[src/rtl/mem_lsu.sv]
// mem_lsu: load/store unit between the pipeline and a split read/write memory port.
// One request in flight; misaligned requests are answered without touching memory.
package mem_pkg;
    localparam logic [1:0] MEM_ACCESS_BYTE     = 2'b00;
    localparam logic [1:0] MEM_ACCESS_HALFWORD = 2'b01;
    localparam logic [1:0] MEM_ACCESS_WORD     = 2'b10;

    typedef struct packed {
        logic        store;
        logic        sext;
        logic [1:0]  acc;
        logic [31:0] addr;
        logic [31:0] data;
    } lsu_req_t;
endpackage

module mem_lsu
    import mem_pkg::*;
(
    input  logic        clk_i,
    input  logic        rst_i,
    input  logic        req_valid_i,
    output logic        req_ready_o,
    input  logic        req_store_i,
    input  logic        req_sext_i,
    input  logic [1:0]  req_acc_i,
    input  logic [31:0] req_addr_i,
    input  logic [31:0] req_data_i,
    output logic        resp_valid_o,
    output logic [31:0] resp_data_o,
    output logic        resp_misaligned_o,
    output logic        mem_r_en_o,
    output logic        mem_sext_o,
    output logic [1:0]  mem_acc_r_o,
    output logic [31:0] mem_addr_r_o,
    input  logic [31:0] mem_data_r_i,
    output logic        mem_wr_en_o,
    output logic [1:0]  mem_acc_w_o,
    output logic [31:0] mem_addr_w_o,
    output logic [31:0] mem_data_w_o,
    input  logic        mem_wr_ready_i
);

    typedef enum logic [2:0] {
        IDLE,
        LD_ADDR,
        LD_DATA,
        ST_REQ,
        ST_HOLD
    } state_t;

    state_t   state;
    state_t   state_nx;
    lsu_req_t r_req;
    logic     misaligned;
    logic     accept;

    assign accept = req_valid_i & req_ready_o;

    // Alignment decode of the incoming request.
    always_comb begin
        misaligned = 1'b0;
        unique case (1'b1)
            (req_acc_i == MEM_ACCESS_HALFWORD): misaligned = req_addr_i[0];
            (req_acc_i == MEM_ACCESS_WORD),
            (req_acc_i == 2'b11):               misaligned = |req_addr_i[1:0];
            default:                            misaligned = 1'b0;
        endcase
    end

    // State register.
    always_ff @(posedge clk_i) begin
        if (rst_i) begin
            state <= IDLE;
        end else begin
            state <= state_nx;
        end
    end

    // Next-state and memory port drive; ports are idle outside their states.
    always_comb begin
        state_nx     = state;
        req_ready_o  = 1'b0;
        mem_r_en_o   = 1'b0;
        mem_sext_o   = 1'b0;
        mem_acc_r_o  = '0;
        mem_addr_r_o = '0;
        mem_wr_en_o  = 1'b0;
        mem_acc_w_o  = '0;
        mem_addr_w_o = '0;
        mem_data_w_o = '0;
        unique case (state)
            IDLE: begin
                req_ready_o = 1'b1;
                if (req_valid_i && !misaligned) begin
                    state_nx = req_store_i ? ST_REQ : LD_ADDR;
                end
            end
            LD_ADDR, LD_DATA: begin
                mem_r_en_o   = !r_req.store;
                mem_sext_o   = r_req.sext;
                mem_acc_r_o  = r_req.acc;
                mem_addr_r_o = r_req.addr;
                state_nx     = (state == LD_ADDR) ? LD_DATA : IDLE;
            end
            ST_REQ, ST_HOLD: begin
                mem_wr_en_o  = (state == ST_REQ) && r_req.store;
                mem_acc_w_o  = r_req.acc;
                mem_addr_w_o = r_req.addr;
                mem_data_w_o = r_req.data;
                if (state == ST_HOLD) begin
                    state_nx = IDLE;
                end else if (mem_wr_ready_i) begin
                    state_nx = ST_HOLD;
                end
            end
            default: state_nx = IDLE;
        endcase
    end

    // Request latch and registered one-cycle response.
    always_ff @(posedge clk_i) begin
        if (rst_i) begin
            r_req             <= '0;
            resp_valid_o      <= 1'b0;
            resp_data_o       <= '0;
            resp_misaligned_o <= 1'b0;
        end else begin
            resp_valid_o      <= 1'b0;
            resp_data_o       <= '0;
            resp_misaligned_o <= 1'b0;
            if (accept) begin
                r_req <= '{store: req_store_i, sext: req_sext_i,
                           acc: req_acc_i, addr: req_addr_i,
                           data: req_data_i};
                if (misaligned) begin
                    resp_valid_o      <= 1'b1;
                    resp_misaligned_o <= 1'b1;
                end
            end
            if (state == LD_DATA) begin
                resp_valid_o <= 1'b1;
                resp_data_o  <= mem_data_r_i;
            end
            if (state == ST_HOLD) begin
                resp_valid_o <= 1'b1;
            end
        end
    end

endmodule

[config.mk]
export PLATFORM = sky130hd
export DESIGN_NAME = mem_lsu
export DESIGN_NICKNAME = d
export VERILOG_FILES = /design/src/rtl/mem_lsu.sv
export SDC_FILE = /design/constraint.sdc
export NUM_CORES = 1
export LEC_CHECK = 0
export CAP_MARGIN = 0
export CORE_MARGIN = 2
export CORE_UTILIZATION = 42
export CTS_BUF_LIST = sky130_fd_sc_hd__clkbuf_8
export CTS_CLUSTER_DIAMETER = 200
export DETAILED_ROUTE_END_ITERATION = 6
export PLACE_DENSITY = 0.92
export SETUP_SLACK_MARGIN = 0.2
export SYNTH_ARGS = -nofsm -noshare
export SYNTH_HDL_FRONTEND = slang
export SYNTH_SLANG_ARGS = --single-unit
export TNS_END_PERCENT = 100
[constraint.sdc]
create_clock -name clk_i -period 4.54 [get_ports clk_i]
set_input_delay 0.681 -clock clk_i [delete_from_list [all_inputs] [get_ports clk_i]]
set_output_delay 0.681 -clock clk_i [all_outputs]
set_load 0.02 [all_outputs]
Yosys cells after proc, flatten, opt, wreduce, memory -nomap -nowiden
Cells that the tools add are included.
{"block": "word_totals", "register_bits": 105, "latchBits": 0, "mem_bits_rw": 0, "romBits": 0, "wordCells": 51, "mem_count": 0}
{"block": "op_classes", "add_sub_neg": 0, "mul": 0, "div_mod_pow": 0, "magnitude_cmp": 0, "n_eq_ne": 9, "n_shift": 0, "n_mux": 20, "bitwise": 2, "n_reduce_logical": 11}
{"cell": "2-to-1 mux 32 bit", "n": 3}
{"cell": "OR reduction 2 bit", "n": 5}
{"cell": "2-to-1 mux 3 bit", "n": 3}
{"cell": "case mux 3 bit (3 select lines)", "n": 1}
{"cell": "2-to-1 mux 1 bit", "n": 8}
{"cell": "2-to-1 mux 2 bit", "n": 4}
{"cell": "equality test 3 x 2 -> 1 bit (second input constant)", "n": 2}
{"cell": "equality test 2 bit (second input constant)", "n": 2}
{"cell": "equality test 3 x 1 -> 1 bit (second input constant)", "n": 1}
{"cell": "equality test 3 bit (second input constant)", "n": 1}
{"cell": "logical NOT 3 bit", "n": 1}
{"cell": "inequality test 3 bit (second input constant)", "n": 1}
{"cell": "equality test 2 x 1 -> 1 bit (second input constant)", "n": 1}
{"cell": "logical AND 1 bit", "n": 2}
{"cell": "logical NOT 1 bit", "n": 2}
{"cell": "inequality test 2 bit (second input constant)", "n": 1}
{"cell": "case mux 1 bit (2 select lines)", "n": 1}
{"cell": "AND reduction 2 bit", "n": 1}
{"cell": "bitwise AND 1 bit", "n": 1}
{"cell": "inverter 1 bit", "n": 1}

Longest topological paths before layout
Gate-level depths: netlist (run 1).
{"block": "depth", "ltp_word": 7, "mapped_depth": 7}

Worst setup path before layout (run 1)
Ideal clock, no wire load.
{"block": "synth_timing", "path_type": "register to output", "startpoint": "reg state[0]", "endpoint": "out mem_acc_w_o[0]", "arrival_time_ps": 1421, "t_required_ps": 3859, "path_slack_ps": 2438, "path_stages_with_launch": 7, "n_path_buf": 3, "cell_sequence": "dfxtp_1 -> buf_2 -> nor2_1 -> a21oi_1 -> clkbuf_2 -> clkbuf_1 -> nor2b_1"}
{"block": "synth_between", "elab_chain_cells": 3, "word_cells_on_any_way": 4, "classes_between": "eq/ne (2); mux (1); reduce/logical (1)"}
{"element": "start, declared", "line": "52", "source": "state_t state;"}
{"element": "start signal, assigned", "line": "76", "source": "state <= state_nx;"}
{"element": "equality test 3 x 2 -> 1 bit or equality test 3 bit (tied branches)", "line": "92", "source": "unique case (state)"}
{"element": "OR reduction 2 bit (*)", "line": "92"}
{"element": "2-to-1 mux 2 bit (*)", "line": "92"}
{"element": "end, declared", "line": "38", "source": "output logic [1:0] mem_acc_w_o,"}
Every way passes the cells marked *; elsewhere a longest branch is shown, timed or not.

Final worst setup path (run 1)
{"block": "layout_timing", "startpoint": "reg state[2]", "endpoint": "out mem_acc_w_o[0]"}
The elaborated chain is that of the path after synthesis.

==> impl_metrics.csv, run 1 <==
group,metric,value,unit
worst_setup_path,cp-start-kind,"flip-flop",
synthesis,synth.distinct_cells,25,
synthesis,syn_avg_cell_area,8.19,sq um
synthesis,syn_nets,613,
power_and_ir_drop,switching_power,503,uW
global_route,grt_pass1_vias,4124,
routing,drc,0,
synthesis,synth_common_cells,"nand2_1, dfxtp_1, a21oi_1, and2_1, nor2b_1",
worst_setup_path,critPathMaxFanout,66,
synthesis,synth_area_leader_cell,"dfxtp_1",
synthesis,ys_async_sr_fraction,0,%
routing,wl_per_cell,14.5,um
clock_tree,post_cts_buffers,0,
placed_design,dp_hpwl,9480,um
floorplanning,ios,242,
sta,fin_tns_setup,0,ps
global_route,gr-usage-all-layers,21.9,%
synthesis,synth-edff-count,0,
global_route,gr-total-overflow,0,
power_and_ir_drop,leakage,0.00246,uW
synthesis,synth_flop_cell,"dfxtp_1",
clock_tree,cts.clk_slew.worst_paths,100,ps
synthesis,yosysWarnings,0,
synthesis,synth_area,4170,sq um
power_and_ir_drop,pwr-share-seq,54.2,%
worst_setup_path,worstPathCellList,"and3b_1 -> a21oi_4 -> buf_4 -> nor2b_1 -> clkdlybuf4s50_1",
min_path,hp-class,"flip-flop to flip-flop",
flow_run,drv_cap,0,
global_route,grt_pass1_wl,19200,um
floorplanning,coreArea,9680,sq um
sta,slew_violations,0,
sta,fin_crit,3360,ps
power_and_ir_drop,p_sw_share,27.3,%
clock_tree,cts_resized,0,
placed_design,port_buffers,241,
worst_setup_path,cp.arrival,2680,ps
clock_tree,clk_latency,360,ps
finish,stdcell_count,866,
worst_setup_path,path_class,"flip-flop to output pin",
synthesis,ys_ff_latch,105,
synthesis,syn_inst,509,
worst_setup_path,crit_path_end_kind,"output pin",
clock_tree,cts_tree,"built",
synthesis,synthMostInstantiatedCell,"nand2_1",
synthesis,yosysTopAreaCellShare,50.4,%
synthesis,yosysSeqAreaShare,50.4,%
sta,worst_slew_pin_slew,745,ps
clock_tree,cts_hold_buf,0,
routing,routed-via-count,4110,
power_and_ir_drop,peakVddDrop,0.358,mV
routing,via_per_inst,4.75,
sta,max_freq,298,MHz
routing,drt-initial-drc-count,133,
clock_tree,cts.sinks,105,
power_and_ir_drop,combPwrFrac,16.2,%
sta,hold_violations,0,
clock_tree,cts_buffer_depth,2,
floorplanning,die_h,104,um
sta,finalClockSkew,7.14,ps
global_route,antenna_found_initial,0,
clock_tree,cts_buffers,9,
routing,firstDrtPassIters,4,
outcome,status,"completed",
floorplanning,rows,36,
power_and_ir_drop,clockPowerShare,29.5,%
routing,routed_wl,12600,um
power_and_ir_drop,p_int,1340,uW
worst_setup_path,worst-path-buf-inv,2,
worst_setup_path,crit_required,3860,ps
routing,postRouteAntennaNets,0,
sta,period_share,74.0,%
power_and_ir_drop,powerDensity,271,nW/um^2
floorplanning,start_util,43.0,%
worst_setup_path,cpPeakStageDelay,640,ps
placed_design,place.gp.congestion,0.852,
floorplanning,fp.dieW,104,um
global_route,grt_max_degree,70,
finish,drive_gt1_share,3.82,%
sta,finalSetupViolations,0,
placed_design,dp.cells,850,
worst_setup_path,cp_slowest_cell,"dfxtp_1",
clock_tree,cts_max_level,3,
finish,area_growth,63.2,%
sta,relSlewSlack,50.3,%
finish,antennaDiodeCount,0,
clock_tree,clockRootBuffer,"clkbuf_8",
synthesis,synth_area_leaders,"dfxtp_1, nand2_1, and2_1",
worst_setup_path,cp_top_family,"buffers and inverters",
sta,rsz0062_at_grt,"no",
floorplanning,dieArea,10700,sq um
finish,nNetsFinal,832,
-- state kept, by name, summed over array words and instances, names as in the netlist --
| signal | count |
|---|---|
| r_req | 68 |
| resp_valid_o | 1 |
| resp_misaligned_o | 1 |
| resp_data_o | 32 |
| state | 3 |
-- power groups by stage --
stage	Combinational [uW]	Sequential (uW)	Clock (uW)
floorplan	147	1020	0
global placement	291	1020	0
detailed placement	301	1020	0
CTS	302	1000	556
global route	325	1010	595
finish	300	1000	544
-- per-stage QoR --
stage	worst slack, ps	hold slack, ps	cell area, sq um	utilization [%]	total power, uW
after floorplan	2440	432	4170	-	1160
after global placement	1660	439	6620	68.3	1310
after detailed placement	1550	445	6620	68.3	1320
after CTS	1150	460	6800	70.2	1860
after global routing	1080	484	6800	70.2	1920
final	1180	458	6800	70.2	1840
-- area by class of cell --
class	instances	area, sq um
clock inverters	7	63.8
well taps	133	166
fillers	762	2880
repair buffers	247	2450
clock buffers	9	124
flip-flops and latches	105	2100
inverters	2	7.51
multi-input cells	363	1890
-- cell usage in the layout (no fill, tap or decap) --
master	Yosys	layout
inv_6	0	1
or4b_4	1	1
a211oi_1	2	2
dfxtp_1	105	105
o31a_1	1	1
clkinvlp_4	0	2
and3b_1	1	1
nor4b_2	0	1
inv_1	2	2
nor2b_1	66	66
buf_2	10	1
xnor2_1	1	1
nand2_1	138	138
a211oi_2	1	1
buf_4	0	6
nand3_1	2	2
nor3_1	2	2
a21boi_0	1	1
o22ai_1	1	1
clkbuf_8	0	9
nor4b_4	1	1
and4b_1	1	1
and2_1	67	67
a21oi_4	0	1
clkinv_4	0	2
a21oi_1	70	69
clkdlybuf4s50_1	0	240
o21ai_0	2	2
nor2_1	4	4
inv_8	0	2
-- layer usage --
layer	share of wire, %	vias up	GRT usage [%]	wire length (um)
li1	-	2032	-	-
met1	38	1857	22.8	4740
met2	51	184	40.6	6420
met3	7.4	37	6.17	927
met4	3.6	0	10.4	457
met5	0	-	0	0
-- worst min-delay path, cell delays in order, from the launching register on --
cell     delay (ps)
dfxtp_1         320
nand2_1          50
a21oi_1          50
-- final timing paths --
check / from / to / slack [ps] / cells after the start
worst max register to register: state[2] / r_req[39] / 2660 / 3
worst min-delay path: r_req[66] / r_req[66] / 460 / 2
worst max-delay path: state[2] / mem_acc_w_o[0] / 1180 / 5
worst min register to register: r_req[66] / r_req[66] / 460 / 2
-- cell families (layout without fill, tap and decap cells) --
group	after synthesis	in the layout	share of synthesized area, %
xor gates and xnor gates	1	1	0.210
DFF	105	105	50.4
AOI/OAI and AO/OA	78	78	9.84
buffers and inverters	41	265	4.74
and+or+nand+nor	284	284	34.8
Note: power is estimated with default switching activity, not from simulation.
==> inputs of run 2 (changes only) <==
--- a/config.mk
+++ b/config.mk
@@ -7,11 +7,11 @@
 export LEC_CHECK = 0
 export CAP_MARGIN = 0
 export CORE_MARGIN = 2
-export CORE_UTILIZATION = 42
+export CORE_UTILIZATION = 35
 export CTS_BUF_LIST = sky130_fd_sc_hd__clkbuf_8
 export CTS_CLUSTER_DIAMETER = 200
 export DETAILED_ROUTE_END_ITERATION = 6
-export PLACE_DENSITY = 0.92
+export PLACE_DENSITY = 0.82
 export SETUP_SLACK_MARGIN = 0.2
 export SYNTH_ARGS = -nofsm -noshare
 export SYNTH_HDL_FRONTEND = slang
==> constraint.sdc (replaced) <==
create_clock -name clk_i -period 2.91 [get_ports clk_i]
set_input_delay 0.4365 -clock clk_i [delete_from_list [all_inputs] [get_ports clk_i]]
set_output_delay 0.4365 -clock clk_i [all_outputs]
set_load 0.02 [all_outputs]
==> run 2 against run 1 <==
The run now ends with design-rule violations left. Die area is 19% higher. Global-route usage is 3.9 points lower. Power is 56% higher. Critical path type unchanged. Clock-buffer cell count is 3 higher. Non-clock buffer count is 3 higher. Worst hold slack worse by 3.4 ps. Largest power group unchanged. Sequential share of layout area is 0.14 points lower.
==> impl_metrics.csv, run 2 (synthesized netlist as in run 1, its figures left out) <==
group,metric,value,unit
global_route,grt_max_degree,70,
sta,fin_tns_setup,0,ps
worst_setup_path,reg2reg_depth,4,
routing,drc,15,
worst_setup_path,crit_required,2470,ps
worst_setup_path,cp_slowest_cell,"clkdlybuf4s50_1",
placed_design,place.gp.congestion,0.792,
routing,drt-initial-drc-count,212,
outcome,status,"finished with violations",
min_path,hold_start,"r_req[66]",
routing,via_per_inst,4.62,
finish,drive_gt1_share,4.62,%
worst_setup_path,critPathMaxFanout,25,
sta,hold_violations,0,
worst_setup_path,path_class,"flip-flop to output pin",
placed_design,port_buffers,241,
clock_tree,cts.sinks,105,
finish,layout_common_cells,"clkdlybuf4s50_1, nand2_1, dfxtp_1",
worst_setup_path,critPathLaunch,"state[0]",
min_path,min_path_cells,2,
global_route,antenna_found_initial,0,
power_and_ir_drop,leakage,0.00249,uW
sta,period_share,88.5,%
outcome,violations,"design-rule violations",
sta,max_freq,388,MHz
floorplanning,fp.dieW,113,um
floorplanning,ios,242,
clock_tree,cts.clk_slew.worst_paths,90,ps
routing,routed-via-count,4060,
routing,postRouteAntennaNets,0,
worst_setup_path,worstPathCellList,"xnor2_1 -> nor2_2 -> buf_4 -> and2_1 -> clkdlybuf4s50_1",
worst_setup_path,cpPeakStageDelay,630,ps
worst_setup_path,r2r-end,"r_req[58]",
finish,largest_register_ff_count,68,
flow_run,drv_cap,0,
clock_tree,cts_buffers,9,
routing,wl_per_cell,13.8,um
worst_setup_path,rrSetupSlack,1100,ps
sta,finalSetupViolations,0,
sta,relSlewSlack,51.6,%
worst_setup_path,cp-start-kind,"flip-flop",
finish,layout_commonest_cell,"clkdlybuf4s50_1",
global_route,gr-total-overflow,0,
floorplanning,dieArea,12800,sq um
clock_tree,cts_max_level,3,
finish,fin_util,59.6,%
clock_tree,clockRootBuffer,"clkbuf_8",
clock_tree,clk_latency,350,ps
sta,worst_slew_pin_slew,726,ps
min_path,whs_endpoint,"r_req[66]",
power_and_ir_drop,powerDensity,419,nW/um^2
sta,finalClockSkew,7.71,ps
finish,top_register,"r_req",
sta,slew_violations,0,
routing,firstDrtPassIters,6,
global_route,grt_pass1_vias,3892,
clock_tree,cts_hold_buf,0,
floorplanning,rows,39,
clock_tree,cts_buffer_depth,2,
sta,rsz0062_at_grt,"no",
floorplanning,die_h,113,um
power_and_ir_drop,peakVddDrop,0.319,mV
floorplanning,start_util,36.2,%
finish,antennaDiodeCount,0,
min_path,hp-class,"flip-flop to flip-flop",
placed_design,dp_hpwl,9170,um
floorplanning,coreArea,11500,sq um
worst_setup_path,cp.arrival,2140,ps
sta,fin_crit,2580,ps
global_route,gr-usage-all-layers,18.1,%
worst_setup_path,r2r_start,"state[2]",
routing,routed_wl,12200,um
finish,area_growth,64.5,%
clock_tree,cts_tree,"built",
worst_setup_path,crit_path_end_kind,"output pin",
finish,reg_top3,"r_req: 68 flops, resp_data_o: 32 flops, state: 3 flops",
global_route,grt_pass1_wl,18600,um
finish,nNetsFinal,835,
==> run 2: cell count changes in the layout (fill, tap and decap cells not counted), moves of 2 or more <==
cell,change
dfxtp_1,-2
nor2_1,-2
clkbuf_8,+3
nor2_2,+2
inv_8,-2
buf_4,+2
dfxtp_4,+2
==> run 2: per-layer routing <==
metal  up-vias  GRT usage (%)  share of wire, %
met5         -              0                 0
met4         0           6.91               2.5
met3        23           5.78               8.4
met2       159           32.4                50
met1      1839           19.9                39
li1       2039              -                 -
==> run 2: worst max path at each step <==
stage / endpoint / slack, ps
after floorplan: mem_acc_w_o[0] / 1050
after global placement: mem_addr_r_o[27] / 570
after detailed placement: mem_addr_w_o[2] / 470
after CTS: mem_addr_w_o[2] / 210
after global routing: mem_addr_r_o[27] / 200
final: mem_addr_r_o[29] / 330
==> run 2: what timing repair did <==
item                       CTS  global route
cloned                       0             0
setup buffers                0             0
setup endpoints to repair   72            67
hold endpoints to repair     0             0
gates resized for setup      2             4
==> run 2: where the power goes <==
group | total (uW) | internal (uW) | switching, uW
sequential | 1560 | 1510 | 45.4
clock | 848 | 380 | 468
combinational | 468 | 253 | 215
==> run 2: worst max-delay path: cells and delay by family (launching register included) <==
family / cells / cell delay, ps
buffers and inverters: 2 / 890
xor gates and xnor gates: 1 / 160
DFF: 1 / 400
and+or+nand+nor: 2 / 330
==> run 2: metrics by stage <==
stage | power, uW | hold WS [ps] | cell area, sq um | setup WS [ps] | instances
final | 2870 | 454 | 6860 | 334 | 879
after global placement | 2050 | 437 | 6650 | 569 | 863
after detailed placement | 2060 | 445 | 6650 | 473 | 863
after CTS | 2920 | 459 | 6850 | 213 | 879
after floorplan | 1820 | 432 | 4170 | 1050 | 509
after global routing | 3010 | 474 | 6860 | 203 | 879
==> run 2: final cells by class <==
class / count / area [sq um]
clock inverters: 4 / 27.5
fillers: 1016 / 4660
flip-flops and latches: 105 / 2110
repair buffers: 250 / 2480
clock buffers: 12 / 165
inverters: 2 / 7.51
multi-input cells: 363 / 1890
well taps: 143 / 179
